--- src/rtl/rr_mux_arbiter_if.sv ---
// ---------------------------------------------------------------------------
// rr_mux_arbiter_if
//
// Bundles the selection controls, the per-channel input handshake and the
// single output handshake of rr_mux_arbiter.
//
// Parameters:
//   WIDTH    - data bits per channel
//   CHANNELS - number of input channels
//   ADDR_W   - channel index width, max(1, $clog2(CHANNELS)) (derived)
//
// Signals:
//   mode      - 0 = addressed select, 1 = round-robin
//   addr      - channel select used in addressed mode
//   in_data   - channel i occupies [i*WIDTH +: WIDTH]
//   in_valid  - per-channel valid
//   in_ready  - per-channel ready, at most one bit high
//   out_data  - registered data of the selected beat
//   out_chan  - index of the channel that supplied out_data
//   out_valid - output register holds a beat
//   out_ready - consumer accepts the held beat
//
// Modports:
//   master - the arbiter itself (owns in_ready and the output register)
//   slave  - the surrounding producers/consumer
// ---------------------------------------------------------------------------
interface rr_mux_arbiter_if #(
  parameter int WIDTH    = 8,
  parameter int CHANNELS = 4
);
  localparam int ADDR_W = (CHANNELS > 2) ? $clog2(CHANNELS) : 1;

  logic                      mode;
  logic [ADDR_W-1:0]         addr;
  logic [CHANNELS*WIDTH-1:0] in_data;
  logic [CHANNELS-1:0]       in_valid;
  logic [CHANNELS-1:0]       in_ready;
  logic [WIDTH-1:0]          out_data;
  logic [ADDR_W-1:0]         out_chan;
  logic                      out_valid;
  logic                      out_ready;

  modport master (
    input  mode,
    input  addr,
    input  in_data,
    input  in_valid,
    output in_ready,
    output out_data,
    output out_chan,
    output out_valid,
    input  out_ready
  );

  modport slave (
    output mode,
    output addr,
    output in_data,
    output in_valid,
    input  in_ready,
    input  out_data,
    input  out_chan,
    input  out_valid,
    output out_ready
  );
endinterface

--- src/rtl/rr_mux_arbiter.sv ---
// ---------------------------------------------------------------------------
// rr_mux_arbiter
//
// Registered N-channel multiplexer with valid/ready handshakes. Each cycle one
// channel is granted, either by explicit address (mode=0) or by round-robin
// search starting after the last granted channel (mode=1). The granted beat
// is captured into a single output register; a beat may be loaded on the
// same edge the previous one is consumed, so throughput is one beat/cycle.
//
// Ports:
//   clk   - sole clock, all state on the rising edge
//   rst_n - asynchronous, active-low reset
//   bus   - rr_mux_arbiter_if.master (select controls, input channels,
//           output register handshake)
// ---------------------------------------------------------------------------
module rr_mux_arbiter #(
  parameter int WIDTH    = 8,
  parameter int CHANNELS = 4
) (
  input  logic             clk,
  input  logic             rst_n,
  rr_mux_arbiter_if.master bus
);

  localparam int                ADDR_W    = (CHANNELS > 2) ? $clog2(CHANNELS) : 1;
  localparam logic [ADDR_W-1:0] LAST_CHAN = ADDR_W'(CHANNELS - 1);

  // -------------------------------------------------------------------------
  // State
  // -------------------------------------------------------------------------
  logic              run_reg;
  logic              out_valid_reg, out_valid_next;
  logic [WIDTH-1:0]  out_data_reg,  out_data_next;
  logic [ADDR_W-1:0] out_chan_reg,  out_chan_next;
  logic [ADDR_W-1:0] ptr_reg,       ptr_next;

  // -------------------------------------------------------------------------
  // Grant path
  // -------------------------------------------------------------------------
  logic                load_ok;
  logic                rr_found;
  logic [ADDR_W-1:0]   rr_grant;
  logic                addr_in_range;
  logic [ADDR_W-1:0]   grant;
  logic                grant_exists;
  logic [CHANNELS-1:0] ready_vec;
  logic [CHANNELS-1:0] xfer_vec;
  logic                any_xfer;
  logic [WIDTH-1:0]    xfer_data;

  // Channel reached `step` positions after `base`, wrapping at CHANNELS.
  // base < CHANNELS and step <= CHANNELS, so one subtraction is enough.
  function automatic logic [ADDR_W-1:0] rr_index(input logic [ADDR_W-1:0] base,
                                                 input int                step);
    int s;
    s = int'(base) + step;
    if (s >= CHANNELS) begin
      s = s - CHANNELS;
    end
    return ADDR_W'(s);
  endfunction

  // The output register can take a new beat when it is empty or being
  // drained on this same edge. run_reg keeps all grants off for the first
  // edge after reset release.
  assign load_ok = run_reg & (~out_valid_reg | bus.out_ready);

  // Round-robin search: walk from the farthest candidate back to the
  // nearest so the nearest valid channel after ptr is the one that sticks.
  always_comb begin
    rr_found = 1'b0;
    rr_grant = '0;
    for (int k = CHANNELS; k >= 1; k--) begin
      if (bus.in_valid[rr_index(ptr_reg, k)]) begin
        rr_found = 1'b1;
        rr_grant = rr_index(ptr_reg, k);
      end
    end
  end

  // An address can only be out of range when CHANNELS is not a power of two.
  generate
    if ((1 << ADDR_W) > CHANNELS) begin : g_addr_chk
      assign addr_in_range = (int'(bus.addr) < CHANNELS);
    end else begin : g_addr_full
      assign addr_in_range = 1'b1;
    end
  endgenerate

  assign grant        = bus.mode ? rr_grant : bus.addr;
  assign grant_exists = bus.mode ? rr_found : addr_in_range;

  // One-hot ready. In addressed mode the granted channel may be idle, so a
  // transfer needs both ready and valid.
  generate
    for (genvar gi = 0; gi < CHANNELS; gi++) begin : g_ready
      assign ready_vec[gi] = load_ok & grant_exists & (grant == ADDR_W'(gi));
      assign xfer_vec[gi]  = ready_vec[gi] & bus.in_valid[gi];
    end
  endgenerate

  assign any_xfer = |xfer_vec;

  // AND-OR data select driven by the one-hot transfer vector; avoids
  // indexing past the last channel when CHANNELS is not a power of two.
  always_comb begin
    xfer_data = '0;
    for (int i = 0; i < CHANNELS; i++) begin
      if (xfer_vec[i]) begin
        xfer_data = xfer_data | bus.in_data[i*WIDTH +: WIDTH];
      end
    end
  end

  // -------------------------------------------------------------------------
  // Output register next-state
  // -------------------------------------------------------------------------
  always_comb begin
    out_valid_next = out_valid_reg;
    out_data_next  = out_data_reg;
    out_chan_next  = out_chan_reg;
    ptr_next       = ptr_reg;

    if (any_xfer) begin
      // New beat replaces the held one even if that one is leaving now.
      out_valid_next = 1'b1;
      out_data_next  = xfer_data;
      out_chan_next  = grant;
      ptr_next       = grant;
    end else if (out_valid_reg && bus.out_ready) begin
      // Data and channel stay as they were; only the valid flag drops.
      out_valid_next = 1'b0;
    end
  end

  always_ff @(posedge clk or negedge rst_n) begin
    if (!rst_n) begin
      run_reg       <= 1'b0;
      out_valid_reg <= 1'b0;
      out_data_reg  <= '0;
      out_chan_reg  <= '0;
      ptr_reg       <= LAST_CHAN;   // channel 0 gets first priority
    end else begin
      run_reg       <= 1'b1;
      out_valid_reg <= out_valid_next;
      out_data_reg  <= out_data_next;
      out_chan_reg  <= out_chan_next;
      ptr_reg       <= ptr_next;
    end
  end

  // -------------------------------------------------------------------------
  // Outputs
  // -------------------------------------------------------------------------
  assign bus.in_ready  = ready_vec;
  assign bus.out_valid = out_valid_reg;
  assign bus.out_data  = out_data_reg;
  assign bus.out_chan  = out_chan_reg;

endmodule

--- src/flat_wrapper.sv ---
// flat-port wrapper written by rule: the top's interface ports become plain ports
module rr_mux_arbiter_flat 
#(
  parameter int WIDTH    = 8,
  parameter int CHANNELS = 4
)
  (clk, rst_n, bus_mode, bus_addr, bus_in_data, bus_in_valid, bus_in_ready, bus_out_data, bus_out_chan, bus_out_valid, bus_out_ready);
  rr_mux_arbiter_if #(.WIDTH(WIDTH), .CHANNELS(CHANNELS)) bus_i ();
  input  logic clk;
  input  logic rst_n;
  input wire logic [$bits(bus_i.mode)-1:0] bus_mode;
  input wire logic [$bits(bus_i.addr)-1:0] bus_addr;
  input wire logic [$bits(bus_i.in_data)-1:0] bus_in_data;
  input wire logic [$bits(bus_i.in_valid)-1:0] bus_in_valid;
  output wire logic [$bits(bus_i.in_ready)-1:0] bus_in_ready;
  output wire logic [$bits(bus_i.out_data)-1:0] bus_out_data;
  output wire logic [$bits(bus_i.out_chan)-1:0] bus_out_chan;
  output wire logic [$bits(bus_i.out_valid)-1:0] bus_out_valid;
  input wire logic [$bits(bus_i.out_ready)-1:0] bus_out_ready;
  assign bus_i.mode = bus_mode;
  assign bus_i.addr = bus_addr;
  assign bus_i.in_data = bus_in_data;
  assign bus_i.in_valid = bus_in_valid;
  assign bus_in_ready = bus_i.in_ready;
  assign bus_out_data = bus_i.out_data;
  assign bus_out_chan = bus_i.out_chan;
  assign bus_out_valid = bus_i.out_valid;
  assign bus_i.out_ready = bus_out_ready;
  rr_mux_arbiter #(.WIDTH(WIDTH), .CHANNELS(CHANNELS)) u_core (.clk(clk), .rst_n(rst_n), .bus(bus_i));
endmodule
--- config.mk ---
export PLATFORM = sky130hd
export DESIGN_NAME = rr_mux_arbiter_flat
export DESIGN_NICKNAME = d
export VERILOG_FILES = /design/src/rtl/rr_mux_arbiter_if.sv /design/src/rtl/rr_mux_arbiter.sv /design/src/flat_wrapper.sv
export SDC_FILE = /design/constraint.sdc
export NUM_CORES = 1
export LEC_CHECK = 0
export BUFFER_PORTS_ARGS = -buffer_cell sky130_fd_sc_hd__buf_2
export CAP_MARGIN = 20
export CORE_UTILIZATION = 49
export CTS_CLUSTER_SIZE = 8
export DETAILED_ROUTE_END_ITERATION = 7
export GPL_ROUTABILITY_DRIVEN = 1
export MAX_ROUTING_LAYER = met4
export PLACE_DENSITY = 0.85
export SETUP_SLACK_MARGIN = 0.15
export SYNTH_ARGS = -nofsm -noshare
export SYNTH_HDL_FRONTEND = slang
export SYNTH_SLANG_ARGS = --single-unit
--- constraint.sdc ---
create_clock -name clk -period 2.95 [get_ports clk]
set_input_delay 0.4425 -clock clk [delete_from_list [all_inputs] [get_ports clk]]
set_output_delay 0.4425 -clock clk [all_outputs]
set_load 0.01 [all_outputs]
# Word level (Yosys, flattened, before mapping)

Index checks and enable logic that the tools add are counted.

Bits in registers: 14
Input port bits: 42
Output and inout bits: 15
Logic and storage cells: 71

Add/sub/neg operators: 8
$lt $le $gt $ge: 8
Eq/ne operators: 3
Mux-type cells: 28
Bitwise logic cells: 15
Reduce and logical (&&, ||, !) cells: 4

Operators by type and width:

| cell                | count |
|---|---|
| $mux 8              | 4 |
| $or 8x8->8          | 3 |
| $mux 2              | 9 |
| $lt 2x3->1 const B  | 4 |
| $mux 1              | 11 |
| $and 1x1->1         | 10 |
| $ge 3x3->1 const B  | 3 |
| $bmux 1 s2          | 4 |
| $sub 2x1->2 const B | 4 |
| $add 2x2->3 const B | 2 |
| $add 2x3->4 const B | 1 |
| $eq 2x2->1 const B  | 2 |
| $ge 4x3->1 const B  | 1 |
| $reduce_or 4->1     | 1 |
| $add 2x1->3 const B | 1 |
| $eq 2x1->1 const B  | 1 |
| $logic_not 2->1     | 1 |
| $reduce_bool 2->1   | 1 |
| $logic_and 1x1->1   | 1 |
| $not 1->1           | 1 |
| $or 1x1->1          | 1 |

# Logic depth before layout (Yosys ltp)

Gate-level depths: netlist of the first run.

Depth in word-level cells: 20
Mapped depth: 7
Depth with buffers taken out: 6

# Worst setup path before layout of the first run

OpenSTA, ideal clock, no wires.

Kind: register -> output
Start: reg u_core.ptr_reg[0]
End: out bus_in_ready[0]
Arrival time: 1.705 ns
Setup slack: 0.802 ns
Stages on the path, launching flop included: 7
Path buffers: 1
Path through: dfstp_2 o21bai_1 a2111oi_2 o22ai_2 and2_1 clkbuf_1 and2_1

Longest elaborated chain between the ends: 12
Elaborated cells between the ends (all ways): 37
Those cells by class: 8 x add/sub; 4 x order compare; 22 x mux; 2 x bitwise; 1 x reduce/logical

RTL lines:

| what                                           | line                                       | source |
|---|---|---|
| start, declared                                | rr_mux_arbiter.sv:35                       | `logic [ADDR_W-1:0] ptr_reg, ptr_next;` |
| start signal, assigned                         | rr_mux_arbiter.sv:148                      | `ptr_reg <= ptr_next;` |
| $add 2x3->4                                    | rr_mux_arbiter.sv:56                       | `s = int'(base) + step;` |
| $ge 4x3->1 or $sub 2x1->2 (tied branches)      | rr_mux_arbiter.sv:57, rr_mux_arbiter.sv:58 |  |
| $mux 2                                         | rr_mux_arbiter.sv:57                       | `if (s >= CHANNELS) begin` |
| $bmux 1 s2                                     | rr_mux_arbiter.sv:74                       | `if (bus.in_valid[rr_index(ptr_reg, k)]) begin` |
| $mux 1 (implied by the code)                   | rr_mux_arbiter.sv:74                       |  |
| $mux 1 or $mux 2 (tied branches) (4 in series) | rr_mux_arbiter.sv:74                       |  |
| $mux 1 or $mux 2 (tied branches)               | rr_mux_arbiter.sv:91, rr_mux_arbiter.sv:90 |  |
| $and 1x1->1 or $logic_not 2->1 (tied branches) | rr_mux_arbiter.sv:97                       | `assign ready_vec[gi] = load_ok & grant_exists & (grant == ADDR_W'(gi));` |
| $and 1x1->1 (*)                                | rr_mux_arbiter.sv:97                       |  |
| end, declared                                  | flat_wrapper.sv:15                         | `output wire logic [$bits(bus_i.in_ready)-1:0] bus_in_ready;` |

Every way passes the cells marked *; elsewhere a longest branch is shown, timed or not. The select of a mux whose other input is x is not followed.

# Worst setup path in the final report of the first run

Same ends and word-level chain as after synthesis.

==> results of run 1 <==
-- synth_stat cells, drive strengths merged (3+ instances only) --
master	n	share of area
nand2	19	0.060
clkbuf	11	0.035
and4	16	0.12
a21boi	3	0.019
o311ai	8	0.059
mux2i	3	0.028
o22ai	3	0.021
o21ai	16	0.067
nor2	5	0.016
inv	10	0.032
o21a	3	0.019
and2	4	0.021
a21oi	17	0.072
dfrtp	12	0.25
-- logic make-up (layout without fill, tap and decap cells) --
logic type	Yosys count	in the layout
AO/OA/AOI/OAI	55	55
buffers and inverters	22	71
flip-flops	14	14
multiplexers	3	3
other	1	1
AND/OR/NAND/NOR	57	57
-- worst min-delay path by stage --
stage | start | end | cells after the start
floorplan | rst_n | u_core.bus.out_chan[0] | 0
global placement | rst_n | u_core.bus.out_chan[0] | 1
detailed placement | rst_n | u_core.bus.out_chan[0] | 1
CTS | rst_n | u_core.bus.out_chan[0] | 1
global route | rst_n | u_core.bus.out_chan[0] | 1
finish | rst_n | u_core.bus.out_chan[0] | 1
-- layout by cell type, fill, tap and decap left out, drive strengths merged, types with 2 or more instances in the layout --
| cell type | synthesis | final |
|---|---|---|
| a21boi | 3 | 3 |
| a21oi | 17 | 17 |
| and2 | 4 | 4 |
| and4 | 16 | 16 |
| buf | 1 | 57 |
| clkbuf | 11 | 4 |
| dfrtp | 12 | 12 |
| dfstp | 2 | 2 |
| inv | 10 | 10 |
| mux2i | 3 | 3 |
| nand2 | 19 | 19 |
| nand2b | 2 | 2 |
| nor2 | 5 | 5 |
| nor3 | 2 | 2 |
| o21a | 3 | 3 |
| o21ai | 16 | 16 |
| o221ai | 2 | 2 |
| o22ai | 3 | 3 |
| o311ai | 8 | 8 |
| or2 | 2 | 2 |
| or3 | 2 | 2 |
-- final cells by class --
class                   instances  area, sq um
flip-flops and latches         14        352.8
well taps                      28        35.03
clock buffers                   4        36.28
inverters                      10        37.54
fillers                       208        742.0
repair buffers                 57        287.8
multi-input cells             116        763.2
-- power groups by stage --
stage	combinational [mW]	sequential [mW]	clock, mW
after global placement	0.450	0.347	0
after CTS	0.475	0.348	0.144
final	0.483	0.349	0.141
after floorplan	0.266	0.383	0
after detailed placement	0.472	0.351	0
after global routing	0.531	0.365	0.154
-- what timing repair did --
action / in CTS / in global routing
buffers inserted: 0 / 0
endpoints found under the setup margin: 0 / 1
endpoints found under the hold margin: 0 / 0
hold buffers: 0 / 0
gates resized for setup: 0 / 1
-- worst reg2reg max path, cell delays in order, from the launching register on --
cell and delay (ns):
dfstp_2 0.60, o21bai_1 0.10, a2111oi_2 0.38, o22ai_2 0.20, nor2_1 0.46, o21ai_0 0.26, o311ai_1 0.16
-- routing by layer --
metal / track usage / part of all wire
met5: - / 0
met4: 0.09459 / 0.0089
met3: 0.03274 / 0.096
met2: 0.4825 / 0.50
met1: 0.3678 / 0.40
-- per-stage QoR --
step           hold slack [ns]  cells  area, sq um  setup WS (ns)
3_3_place_gp            0.3492    225         1465         0.5508
5_1_grt                0.05526    229         1513         0.2001
6_report               0.04573    229         1513         0.3117
4_1_cts                0.05533    229         1501         0.3338
3_5_place_dp            0.3600    225         1465         0.4700
2_1_floorplan           0.1469    152         1187         0.8024
==> flow_metrics.tcl, run 1 <==
set metrics [dict create \
    gp_congestion 0.9375 \
    dp_hpwl_mm 2.578 \
    crit_slowest_cell "dfstp_2" \
    cp.arrival_ns 2.20 \
    synth_nets 194 \
    hold_class "in -> async" \
    core_sq_mm 0.002255 \
    pin_count 57 \
    status "completed" \
    maxCapViolCount 0 \
    crit_chain "o21bai_1, a2111oi_2, o22ai_2, and2_1, and2_1, buf_2" \
    area_delta_synth_final_pct 27.40 \
    synth_top_family_by_area "compound AO/OA/AOI/OAI gates" \
    p_total_mw 0.9736 \
    p_sw_mw 0.3970 \
    setup.worst_path.end "bus_in_ready[0]" \
    drive_gt1_frac 0.3532 \
    grt_usage 0.2900 \
    r2r_slack_ns 0.68 \
    p_clk_frac 0.145 \
    synthCells 152 \
    syn_area_per_cell_sq_um 7.812 \
    hold_viol_final 0 \
    cts.sinks 14 \
    reg2reg_depth 6 \
    synthXorXnorAreaFrac 0 \
    clk_pin_slew_ns 0.09 \
    period_share 0.8943 \
    fin_util 0.6709 \
    cpPeakStageDelay_ns 0.60 \
    reg2reg_to "u_core.bus.out_data[0]" \
    synth_seq_cells 14 \
    ys.flop_type "dfrtp_1" \
    crit_type "reg -> out" \
    die_y_um 51.23 \
    drt_iter0_markers 52 \
    clockBufferDepth 2 \
    portBuffers 56 \
    worst_slew_pin_slew_ns 0.5641 \
    path_max_fanout 11 \
    critPathCaptureType "primary output" \
    cts_root_buffer "clkbuf_4" \
    p_sw_frac 0.4078 \
    critPathLaunch "u_core.ptr_reg[0]" \
    crit_path_frequent_cell "and2_1" \
    ys_warn_count 0 \
    grt_overflow 0 \
    finClkSkew_ns 0.002132 \
    yosysSeqAreaShare 0.2972 \
    reg2reg_from "u_core.ptr_reg[0]" \
    die_w_um 51.23 \
    grt_pass1_wl_mm 5.595 \
    num_vias 1372 \
    cp.required_ns 2.51 \
    grt_max_degree 37 \
    crit_buf_inv 1 \
    setup_violations 0 \
    leakagePower_nw 0.7240 \
    critical-path-top-delay-family "compound AO/OA/AOI/OAI gates" \
    routedWlPerCell_um 15.20 \
    netlist_area_sq_mm 0.001187 \
    p_int_mw 0.5766 \
    die_area_sq_mm 0.002624 \
    final_antenna_net_count 0 \
    drc 0 \
    antenna_found_initial 0 \
    cts_buffers 3 \
    largest_register_ffs 8 \
    nets 244 \
    fmax_mhz 379.0 \
    synthMuxAreaShare 0.02845 \
    cts_tree "done" \
    vdd_drop_max_uv 413.7 \
    start_util 0.5266 \
    detail_route.wirelength_mm 3.480 \
    synth_compound_gate_area_share 0.3014 \
    clk_latency_ns 0.28 \
    drv_slew 0 \
    min_period_ns 2.638 \
    synth_fa_ha_area_frac 0 \
    setup-tns-final_ns 0 \
    p_seq_frac 0.359 \
    rsz0062_at_grt "false" \
    diodes 0 \
    slew_headroom 0.6219 \
    p_comb_frac 0.496 \
    synthDistinctLibCells 36 \
    crit_cells 6 \
    synth_edf_count 0 \
    first_pass_iters 4 \
    synthSimpleGateAreaFrac 0.3003 \
    htree_levels 1 \
    grt_pass1_vias 1254 \
    synth-async-reset-ratio 1.000 \
    placementRows 17 \
    cp-start-kind "register" \
    powerDensity_mw_per_mm2 643.6 \
    routed_via_density 5.991 \
]
(Power assumes the default switching activity.)
==> run 2, diff against run 1 <==
Settings changed: BUFFER_PORTS_ARGS -buffer_cell sky130_fd_sc_hd__buf_2 to default, CORE_UTILIZATION 49 to 65, DONT_BUFFER_PORTS from default to 1, PLACE_DENSITY 0.85 to 0.82.
==> run 2 against run 1 <==
Worst setup slack got worse by 0.0010 ns. Final area fell by 18%. Final cell count fell by 24%. Sequential cell count did not move. Clock skew rose by 0.0075 ns. Register-to-register slack barely moved. Critical endpoint unchanged.
==> flow_metrics.tcl, run 2 (synthesis gave the netlist of run 1 again) <==
set metrics [dict create \
    p_seq_frac 0.479 \
    status "completed" \
    diodes 0 \
    pin_count 57 \
    core_sq_mm 0.001727 \
    p_sw_mw 0.3432 \
    cts_setup_buffers 0 \
    grt_usage 0.3128 \
    p_comb_frac 0.384 \
    crit_cells 5 \
    p_int_mw 0.4859 \
    die_w_um 44.74 \
    grt_pass1_wl_mm 4.478 \
    leakagePower_nw 0.4992 \
    area_delta_synth_final_pct 4.004 \
    setup_slack_ns 0.3107 \
    cp-start-kind "register" \
    cp.required_ns 2.51 \
    maxCapViolCount 0 \
    detail_route.wirelength_mm 2.936 \
    num_vias 1185 \
    nets 191 \
    cts_tree "done" \
    start_util 0.6877 \
    crit_path_frequent_cell "and2_1" \
    vdd_drop_max_uv 517.4 \
    min_period_ns 2.639 \
    critPathLaunch "u_core.ptr_reg[0]" \
    reg2reg_depth 6 \
    crit_type "reg -> out" \
    hold_viol_final 0 \
    path_max_fanout 11 \
    placementRows 15 \
    gp_congestion 0.8640 \
    first_pass_iters 4 \
    place_area_sq_mm 0.001189 \
    pre_cts_ws_ns 0.6556 \
    die_area_sq_mm 0.002002 \
    rsz0062_at_grt "false" \
    hold_class "in -> reg" \
    reg2reg_to "u_core.bus.out_data[1]" \
    finClkSkew_ns 0.009662 \
    r2r_slack_ns 0.67 \
    largest_register_ffs 8 \
    drive_gt1_frac 0.1014 \
    cpPeakStageDelay_ns 0.59 \
    drc 0 \
    htree_levels 1 \
    routed_via_density 6.850 \
    period_share 0.8947 \
    portBuffers 0 \
    clk_pin_slew_ns 0.08 \
    crit_chain "o21bai_1, a2111oi_2, o22ai_2, and2_1, and2_1" \
    setup.worst_path.end "bus_in_ready[0]" \
    setup-tns-final_ns 0 \
    layout.cells.most_common_list "nand2_1, a21oi_1, and4_1" \
    die_y_um 44.74 \
    reg2reg_from "u_core.ptr_reg[0]" \
    critical-path-top-delay-family "compound AO/OA/AOI/OAI gates" \
    crit_buf_inv 0 \
    routedWlPerCell_um 16.97 \
    clk_latency_ns 0.28 \
    clockBufferDepth 2 \
    grt_pass1_vias 1025 \
    cts_buffers 3 \
    setup_violations 0 \
    worst_slew_pin_slew_ns 0.5478 \
    final_cell_area_sq_mm 0.001235 \
    fmax_mhz 378.9 \
    slew_headroom 0.6336 \
    cts.sinks 14 \
    final_common_cell "nand2_1" \
    powerDensity_mw_per_mm2 671.4 \
    drv_slew 0 \
    dp_hpwl_mm 2.133 \
    drt_iter0_markers 39 \
    cts.repair.resized 0 \
    critPathCaptureType "primary output" \
    final_antenna_net_count 0 \
    grt_overflow 0 \
    p_clk_frac 0.137 \
    cp.arrival_ns 2.20 \
    antenna_found_initial 0 \
    p_sw_frac 0.4139 \
    grt_max_degree 37 \
    cts_root_buffer "clkbuf_4" \
    crit_slowest_cell "dfstp_2" \
]
[run 2: final cells by class]
cell class,instances,area [sq um]
timing repair buffer,4,35.03
inverter,10,37.54
clock buffer,4,26.28
fill,156,491.7
sequential,14,352.8
tap,25,31.28
multi-input combinational,116,752.0
[run 2: timing repair]
item                       in CTS  in global routing
hold buffers                    1                  1
setup endpoints to repair       0                  0
hold endpoints to repair       12                  2
[run 2: worst min path at each step]
stage	start	to	slack (ns)	cells after the start
after floorplan	rst_n	u_core.bus.out_chan[0]	0.15	0
after global placement	rst_n	u_core.bus.out_valid	0.15	0
after detailed placement	rst_n	u_core.run_reg	0.15	0
after CTS	rst_n	u_core.ptr_reg[0]	0.0002	0
after global routing	bus_out_ready	u_core.bus.out_valid	0.38	2
final	bus_out_ready	u_core.bus.out_valid	0.38	2
[run 2: stage by stage]
step	hold WS, ns	util	total power [mW]	instances
2_1_floorplan	0.1469	-	0.6486	152
3_3_place_gp	0.1472	0.6884	0.6919	167
3_5_place_dp	0.1472	0.6884	0.7080	167
4_1_cts	0.0001956	0.7094	0.8263	172
5_1_grt	0.3831	0.7152	0.8944	173
6_report	0.3768	0.7152	0.8292	173
[run 2: routing by layer]
metal	global-route usage	part of all wire
met4	0.1212	0.011
met2	0.4529	0.45
met5	-	0
met3	0.06800	0.096
met1	0.4261	0.44
[run 2: power groups by stage]
stage	clock network, mW	logic (mW)	registers, mW
after floorplan	0	0.266	0.383
after global placement	0	0.298	0.394
after detailed placement	0	0.307	0.401
after CTS	0.115	0.315	0.396
after global routing	0.128	0.357	0.410
final	0.114	0.319	0.397
